--- src/rtl/bpu_pkg.sv ---
// Shared definitions for the branch prediction unit: control opcodes,
// next-PC select encodings and the saturating counter reset value.
package bpu_pkg;

    localparam logic [6:0] OP_BRANCH = 7'b1100011;
    localparam logic [6:0] OP_JAL    = 7'b1101111;
    localparam logic [6:0] OP_JALR   = 7'b1100111;

    typedef enum logic [1:0] {
        PCSEL_PRED   = 2'b00,
        PCSEL_TARGET = 2'b01,
        PCSEL_SEQ    = 2'b10
    } pc_sel_e;

    // Weakly-not-taken: the value just below the taken threshold.
    function automatic int unsigned cnt_reset_val(input int unsigned cnt_w);
        return (32'd1 << (cnt_w - 1)) - 32'd1;
    endfunction

endpackage

--- src/rtl/branch_predict_unit_sat_counter.sv ---
// CNT_W-bit up/down counter that saturates at 0 and all-ones; resets to
// weakly-not-taken.
module sat_counter
    import bpu_pkg::*;
#(
    parameter int CNT_W = 2
) (
    input  logic             clk,
    input  logic             rst,
    input  logic             inc,
    input  logic             dec,
    output logic [CNT_W-1:0] cnt
);

    localparam logic [CNT_W-1:0] CNT_INIT = CNT_W'(cnt_reset_val(CNT_W));

    // NOTE: clocked state uses <= so every register samples pre-edge values.
    always_ff @(posedge clk) begin
        if (!rst) begin
            cnt <= CNT_INIT;
        end else if (inc && (cnt != '1)) begin
            cnt <= cnt + 1'b1;
        end else if (dec && (cnt != '0)) begin
            cnt <= cnt - 1'b1;
        end
    end

endmodule

--- src/rtl/branch_predict_unit.sv ---
// Bimodal BHT + direct-mapped BTB predictor with EX-stage resolution and
// redirect. Optional statistics counters are enabled by BPU_STATS_EN.
module branch_predict_unit
    import bpu_pkg::*;
#(
    parameter int XLEN        = 32,
    parameter int BHT_ENTRIES = 64,
    parameter int BTB_ENTRIES = 16,
    parameter int CNT_W       = 2
) (
    input  logic            clk,
    input  logic            rst,
    input  logic [XLEN-1:0] if_pc,
    output logic            pred_taken,
    output logic [XLEN-1:0] pred_target,
    input  logic            ex_valid,
    input  logic [XLEN-1:0] ex_pc,
    input  logic [6:0]      ex_opcode,
    input  logic            ex_cond,
    input  logic [XLEN-1:0] ex_target,
    input  logic            ex_pred_taken,
    input  logic [XLEN-1:0] ex_pred_target,
    output logic            redirect,
    output logic [XLEN-1:0] redirect_pc,
    output logic [1:0]      pc_sel
`ifdef BPU_STATS_EN
    ,
    output logic [31:0]     stat_branches,
    output logic [31:0]     stat_mispredicts
`endif
);

    localparam int BHT_IDX_W = $clog2(BHT_ENTRIES);
    localparam int BTB_IDX_W = $clog2(BTB_ENTRIES);
    localparam int TAG_W     = XLEN - BTB_IDX_W - 2;

    logic [CNT_W-1:0] bht_cnt    [BHT_ENTRIES];
    logic             btb_valid  [BTB_ENTRIES];
    logic [TAG_W-1:0] btb_tag    [BTB_ENTRIES];
    logic [XLEN-1:0]  btb_target [BTB_ENTRIES];
    logic             btb_jump   [BTB_ENTRIES];

    // ---------------- IF-stage prediction ----------------
    logic [BHT_IDX_W-1:0] if_bht_idx;
    logic [BTB_IDX_W-1:0] if_btb_idx;
    logic [TAG_W-1:0]     if_tag;
    logic                 btb_hit;

    assign if_bht_idx = if_pc[BHT_IDX_W+1:2];
    assign if_btb_idx = if_pc[BTB_IDX_W+1:2];
    assign if_tag     = if_pc[XLEN-1:BTB_IDX_W+2];
    assign btb_hit    = btb_valid[if_btb_idx] && (btb_tag[if_btb_idx] == if_tag);
    assign pred_taken = btb_hit && (btb_jump[if_btb_idx] || bht_cnt[if_bht_idx][CNT_W-1]);
    assign pred_target = pred_taken ? btb_target[if_btb_idx] : if_pc + XLEN'(4);

    // ---------------- EX-stage resolution ----------------
    logic [BHT_IDX_W-1:0] ex_bht_idx;
    logic [BTB_IDX_W-1:0] ex_btb_idx;
    logic                 is_br, is_jump, ctrl_valid, actual_taken, mispredict;
    pc_sel_e              sel;

    assign ex_bht_idx = ex_pc[BHT_IDX_W+1:2];
    assign ex_btb_idx = ex_pc[BTB_IDX_W+1:2];

    // NOTE: every always_comb output gets a default first so no latch is inferred.
    always_comb begin
        is_br        = 1'b0;
        is_jump      = 1'b0;
        ctrl_valid   = 1'b0;
        actual_taken = 1'b0;
        mispredict   = 1'b0;
        sel          = PCSEL_PRED;

        is_br        = (ex_opcode == OP_BRANCH);
        is_jump      = (ex_opcode == OP_JAL) || (ex_opcode == OP_JALR);
        ctrl_valid   = ex_valid && (is_br || is_jump);
        actual_taken = is_jump || (is_br && ex_cond);
        mispredict   = ctrl_valid &&
                       ((actual_taken != ex_pred_taken) ||
                        (actual_taken && (ex_target != ex_pred_target)));
        if (mispredict) begin
            sel = actual_taken ? PCSEL_TARGET : PCSEL_SEQ;
        end
    end

    assign redirect    = mispredict;
    assign pc_sel      = sel;
    assign redirect_pc = actual_taken ? ex_target : ex_pc + XLEN'(4);

    // ---------------- BHT training ----------------
    logic bht_upd;
    assign bht_upd = ctrl_valid && is_br;

    for (genvar i = 0; i < BHT_ENTRIES; i++) begin : g_bht
        logic sel_entry;
        assign sel_entry = bht_upd && (ex_bht_idx == BHT_IDX_W'(i));

        sat_counter #(.CNT_W(CNT_W)) u_cnt (
            .clk (clk),
            .rst (rst),
            .inc (sel_entry && actual_taken),
            .dec (sel_entry && !actual_taken),
            .cnt (bht_cnt[i])
        );
    end

    // ---------------- BTB training ----------------
    logic btb_wr;
    assign btb_wr = ctrl_valid && actual_taken;

    always_ff @(posedge clk) begin
        if (!rst) begin
            for (int i = 0; i < BTB_ENTRIES; i++) begin
                btb_valid[i] <= 1'b0;
            end
        end else if (btb_wr) begin
            btb_valid[ex_btb_idx] <= 1'b1;
        end
    end

    // NOTE: payload RAM is not reset; the valid bits alone qualify every read.
    always_ff @(posedge clk) begin
        if (btb_wr) begin
            btb_tag[ex_btb_idx]    <= ex_pc[XLEN-1:BTB_IDX_W+2];
            btb_target[ex_btb_idx] <= ex_target;
            btb_jump[ex_btb_idx]   <= is_jump;
        end
    end

`ifdef BPU_STATS_EN
    // Saturating event counters for performance monitoring.
    always_ff @(posedge clk) begin
        if (!rst) begin
            stat_branches    <= '0;
            stat_mispredicts <= '0;
        end else begin
            if (ctrl_valid && (stat_branches != '1)) begin
                stat_branches <= stat_branches + 32'd1;
            end
            if (mispredict && (stat_mispredicts != '1)) begin
                stat_mispredicts <= stat_mispredicts + 32'd1;
            end
        end
    end
`endif

endmodule

--- config.mk ---
export PLATFORM = sky130hd
export DESIGN_NAME = branch_predict_unit
export DESIGN_NICKNAME = d
export VERILOG_FILES = /design/src/rtl/bpu_pkg.sv /design/src/rtl/branch_predict_unit_sat_counter.sv /design/src/rtl/branch_predict_unit.sv
export SDC_FILE = /design/constraint.sdc
export NUM_CORES = 2
export LEC_CHECK = 0
export CORE_MARGIN = 2
export CORE_UTILIZATION = 55
export CTS_BUF_LIST = sky130_fd_sc_hd__clkbuf_16
export CTS_CLUSTER_SIZE = 14
export DETAILED_ROUTE_END_ITERATION = 8
export PLACE_DENSITY_LB_ADDON = 0.05
export SETUP_SLACK_MARGIN = 0.2
export SYNTH_ARGS = -nofsm -noshare
export SYNTH_HDL_FRONTEND = slang
export SYNTH_SLANG_ARGS = --single-unit
--- constraint.sdc ---
create_clock -name clk -period 11.2 [get_ports clk]
set_input_delay 2.24 -clock clk [delete_from_list [all_inputs] [get_ports clk]]
set_output_delay 2.24 -clock clk [all_outputs]
set_load 0.03 [all_outputs]
==> results.json <==
{
  "whs_ns": 0.4654,
  "yosysTopAreaCellShare_pct": 60.70,
  "slew_headroom_pct": 12.05,
  "cap_violations": 0,
  "dieArea_um2": 87260,
  "rsz0062_at_grt": "false",
  "design_area_um2": 53680,
  "ant_nets": 0,
  "routedWlPerCell_um": 30.12,
  "initial_utilization_pct": 55.72,
  "yosysWarnings": 0,
  "synthesis.area_um2": 46700,
  "insertion_delay_ns": 0.69,
  "ctsHoldBuffers": 0,
  "final_cell_mix": "944 x edfxtp_1, 249 x mux4_2, 235 x nor2_1",
  "fmax_mhz": 105.2,
  "die_x_um": 295.4,
  "cp_common_cell": "nand4_1",
  "path_clk_slew_ns": 0.06,
  "worstPathArrival_ns": 7.27,
  "pwr_density_cell_nw_per_um2": 166.0,
  "ir_worst_vdd_v": 0.0001546,
  "met2_usage_pct": 50.23,
  "via_per_inst": 6.480,
  "drt-pass1-iter-count": 8,
  "placed_cell_area_um2": 49890,
  "fin_nets": 3312,
  "ff_latch_area_um2": 31230,
  "grt.met1_usage_pct": 42.50,
  "setup_violations": 0,
  "synth_flop_cell": "edfxtp_1",
  "cp_cell_sequence": "buf_4 -> buf_4 -> and4_1 -> nand4_1 -> nor3_1 -> nand4_1 -> nor2_1 -> nand4_1 -> xnor2_1 -> mux2_4 -> clkdlybuf4s50_1",
  "dpl.hpwl_mm": 80.33,
  "num_rows": 106,
  "status": "finished, final reports clean",
  "drive_gt1_share_pct": 17.64,
  "leakage_uw": 0.01703,
  "finalHoldViolCount": 0,
  "htree_num_levels": 3,
  "nFillCells": 6076,
  "route.detailed.drc": 0,
  "ys_seq_elements": 1088,
  "synth-edff-count": 944,
  "multi_input_area_um2": 14570,
  "synth-async-reset-ratio_pct": 0,
  "syn-num-nets": 3088,
  "drt_iter0_markers": 3214,
  "yosys.area.top_type": "edfxtp_1",
  "globalplace.congestion": 0.9337,
  "postCtsSetupBuffers": 0,
  "period_share_pct": 84.89,
  "syn_area_per_cell_um2": 15.87,
  "die_height_um": 295.4,
  "cts_tree": "built",
  "hold_class": "flip-flop to flip-flop",
  "critPathMaxFanout": 53,
  "synth.distinct_cells": 79,
  "grt_max_degree": 129,
  "critical_path_class": "primary input to output port",
  "worst_slew_pin_slew_ns": 1.313,
  "grt_overflow": 0,
  "clock_path_buffers": 3,
  "ys_seq_area_share_pct": 66.87,
  "timing.setup.tns_ns": 0,
  "antenna_cells": 0,
  "fin_cells": 4393,
  "period_minus_slack_ns": 9.507,
  "slowest_stage": "nor3_1",
  "worst_setup_path_start_kind": "primary input",
  "wl_mm": 132.3,
  "numCtsBuffers": 110,
  "antenna_found_initial": 9,
  "syn_inst": 2943,
  "worst_clock_skew_ns": 0.004721,
  "grt_pass1_vias": 28206,
  "synth.area.top_cells": "edfxtp_1 61%, mux4_2 12%, dfxtp_1 6.2%, o21ai_0 2.1%, nor2_1 2.0%",
  "grt_pass1_wl_mm": 190.8,
  "busiest_layer": "met2",
  "cp-end-kind": "output port",
  "cts_root_buffer": "clkbuf_16",
  "dpl.cell_count": 4189,
  "final_common_cell": "edfxtp_1",
  "ios": 208,
  "grt_use_total_pct": 30.59,
  "drv_slew": 0,
  "grt_util_met3_pct": 5.202,
  "core_area_um2": 83820,
  "cts_sinks": 1088,
  "area_delta_synth_final_pct": 14.93,
  "cts_resized": 0,
  "max_stage_delay_ns": 0.71,
  "cp.required_ns": 8.96,
  "vias": 28468,
  "port_buffers": 207
}
## worst max-delay path, delay by kind of cell
family                    cells  cell delay [ns]
and+or+nand+nor               6             2.24
buffers and inverters         3             1.86
xor gates and xnor gates      1             0.57
muxes                         1             0.26
## cells in the mapped netlist (5+ instances only)
library cell / number
nand2_1: 221
nand3_1: 83
xnor2_1: 69
o22ai_1: 16
xor2_1: 40
a22oi_1: 21
and3_1: 13
buf_2: 29
a21boi_0: 63
and4_1: 6
a211oi_1: 68
nor4_1: 8
nor3_1: 28
clkbuf_1: 77
edfxtp_1: 944
buf_1: 7
o21a_1: 28
mux2_4: 29
mux4_1: 16
or2_2: 6
mux4_2: 249
mux2_2: 17
o21ai_0: 192
nor2b_1: 14
dfxtp_1: 144
inv_1: 19
mux2i_1: 52
a221oi_1: 5
buf_6: 29
nor2_1: 248
buf_4: 11
nand2b_1: 12
a21oi_1: 69
ha_1: 5
and2_1: 8
or3_1: 6
nand4_1: 24
## metal layers
layer | routed length [um] | share of wire (%)
met1 | 52710 | 40
met5 | 52 | 0.039
met4 | 3915 | 3.0
met3 | 10610 | 8.0
met2 | 65010 | 49
## kinds of logic (layout without fill, tap and decap cells)
group	count (synthesis)	in the layout	share of synthesized area [%]
xor gates and xnor gates	109	109	2.044
muxes	363	363	15.36
buffers and inverters	184	500	2.264
and+or+nand+nor	696	696	6.668
DFF	1088	1088	66.87
AOI/OAI and AO/OA	498	498	6.655
adders and majority gates	5	5	0.1340
## final cells by class
cell class	count	area share [%]
Sequential cell	1088	58.18
Multi-Input combinational cell	1671	27.14
Clock buffer	111	5.175
Timing Repair Buffer	275	4.835
Tap cell	1134	2.643
Clock inverter	93	1.877
Inverter	21	0.1492
## stage by stage
step                util [%]  worst slack (ns)  power, uW
CTS                    64.04             1.671       8949
detailed placement     59.52             1.706       5145
global route           64.04             1.413       9139
global placement       59.52             1.699       5130
finish                 64.04             1.693       8910
floorplan                  -             3.403       4871
## final timing paths
path                                        startpoint                     end  slack, ns  cells past startpoint
worst max-delay path                          if_pc[4]         pred_target[30]       1.69                     11
worst max register to register  g_bht[11].u_cnt.cnt[0]  g_bht[11].u_cnt.cnt[0]      10.07                      3
worst min-delay path                      btb_valid[0]            btb_valid[0]       0.47                      1
worst min register to register            btb_valid[0]            btb_valid[0]       0.47                      1
## power by group
part / total, uW / switching (uW) / internal, uW / leakage (uW)
Sequential: 4450 / 26.5 / 4420 / 0.00962
Combinational: 616 / 365 / 251 / 0.00551
Clock: 3850 / 1580 / 2270 / 0.00190
Total: 8910 / 1970 / 6940 / 0.0170
## state kept, by name, indices dropped and copies added, names as in the netlist
name,count
btb_jump,16
btb_tag,416
btb_target,512
btb_valid,16
g_bht.u_cnt.cnt,128
Power figures use the tool's default switching activity.
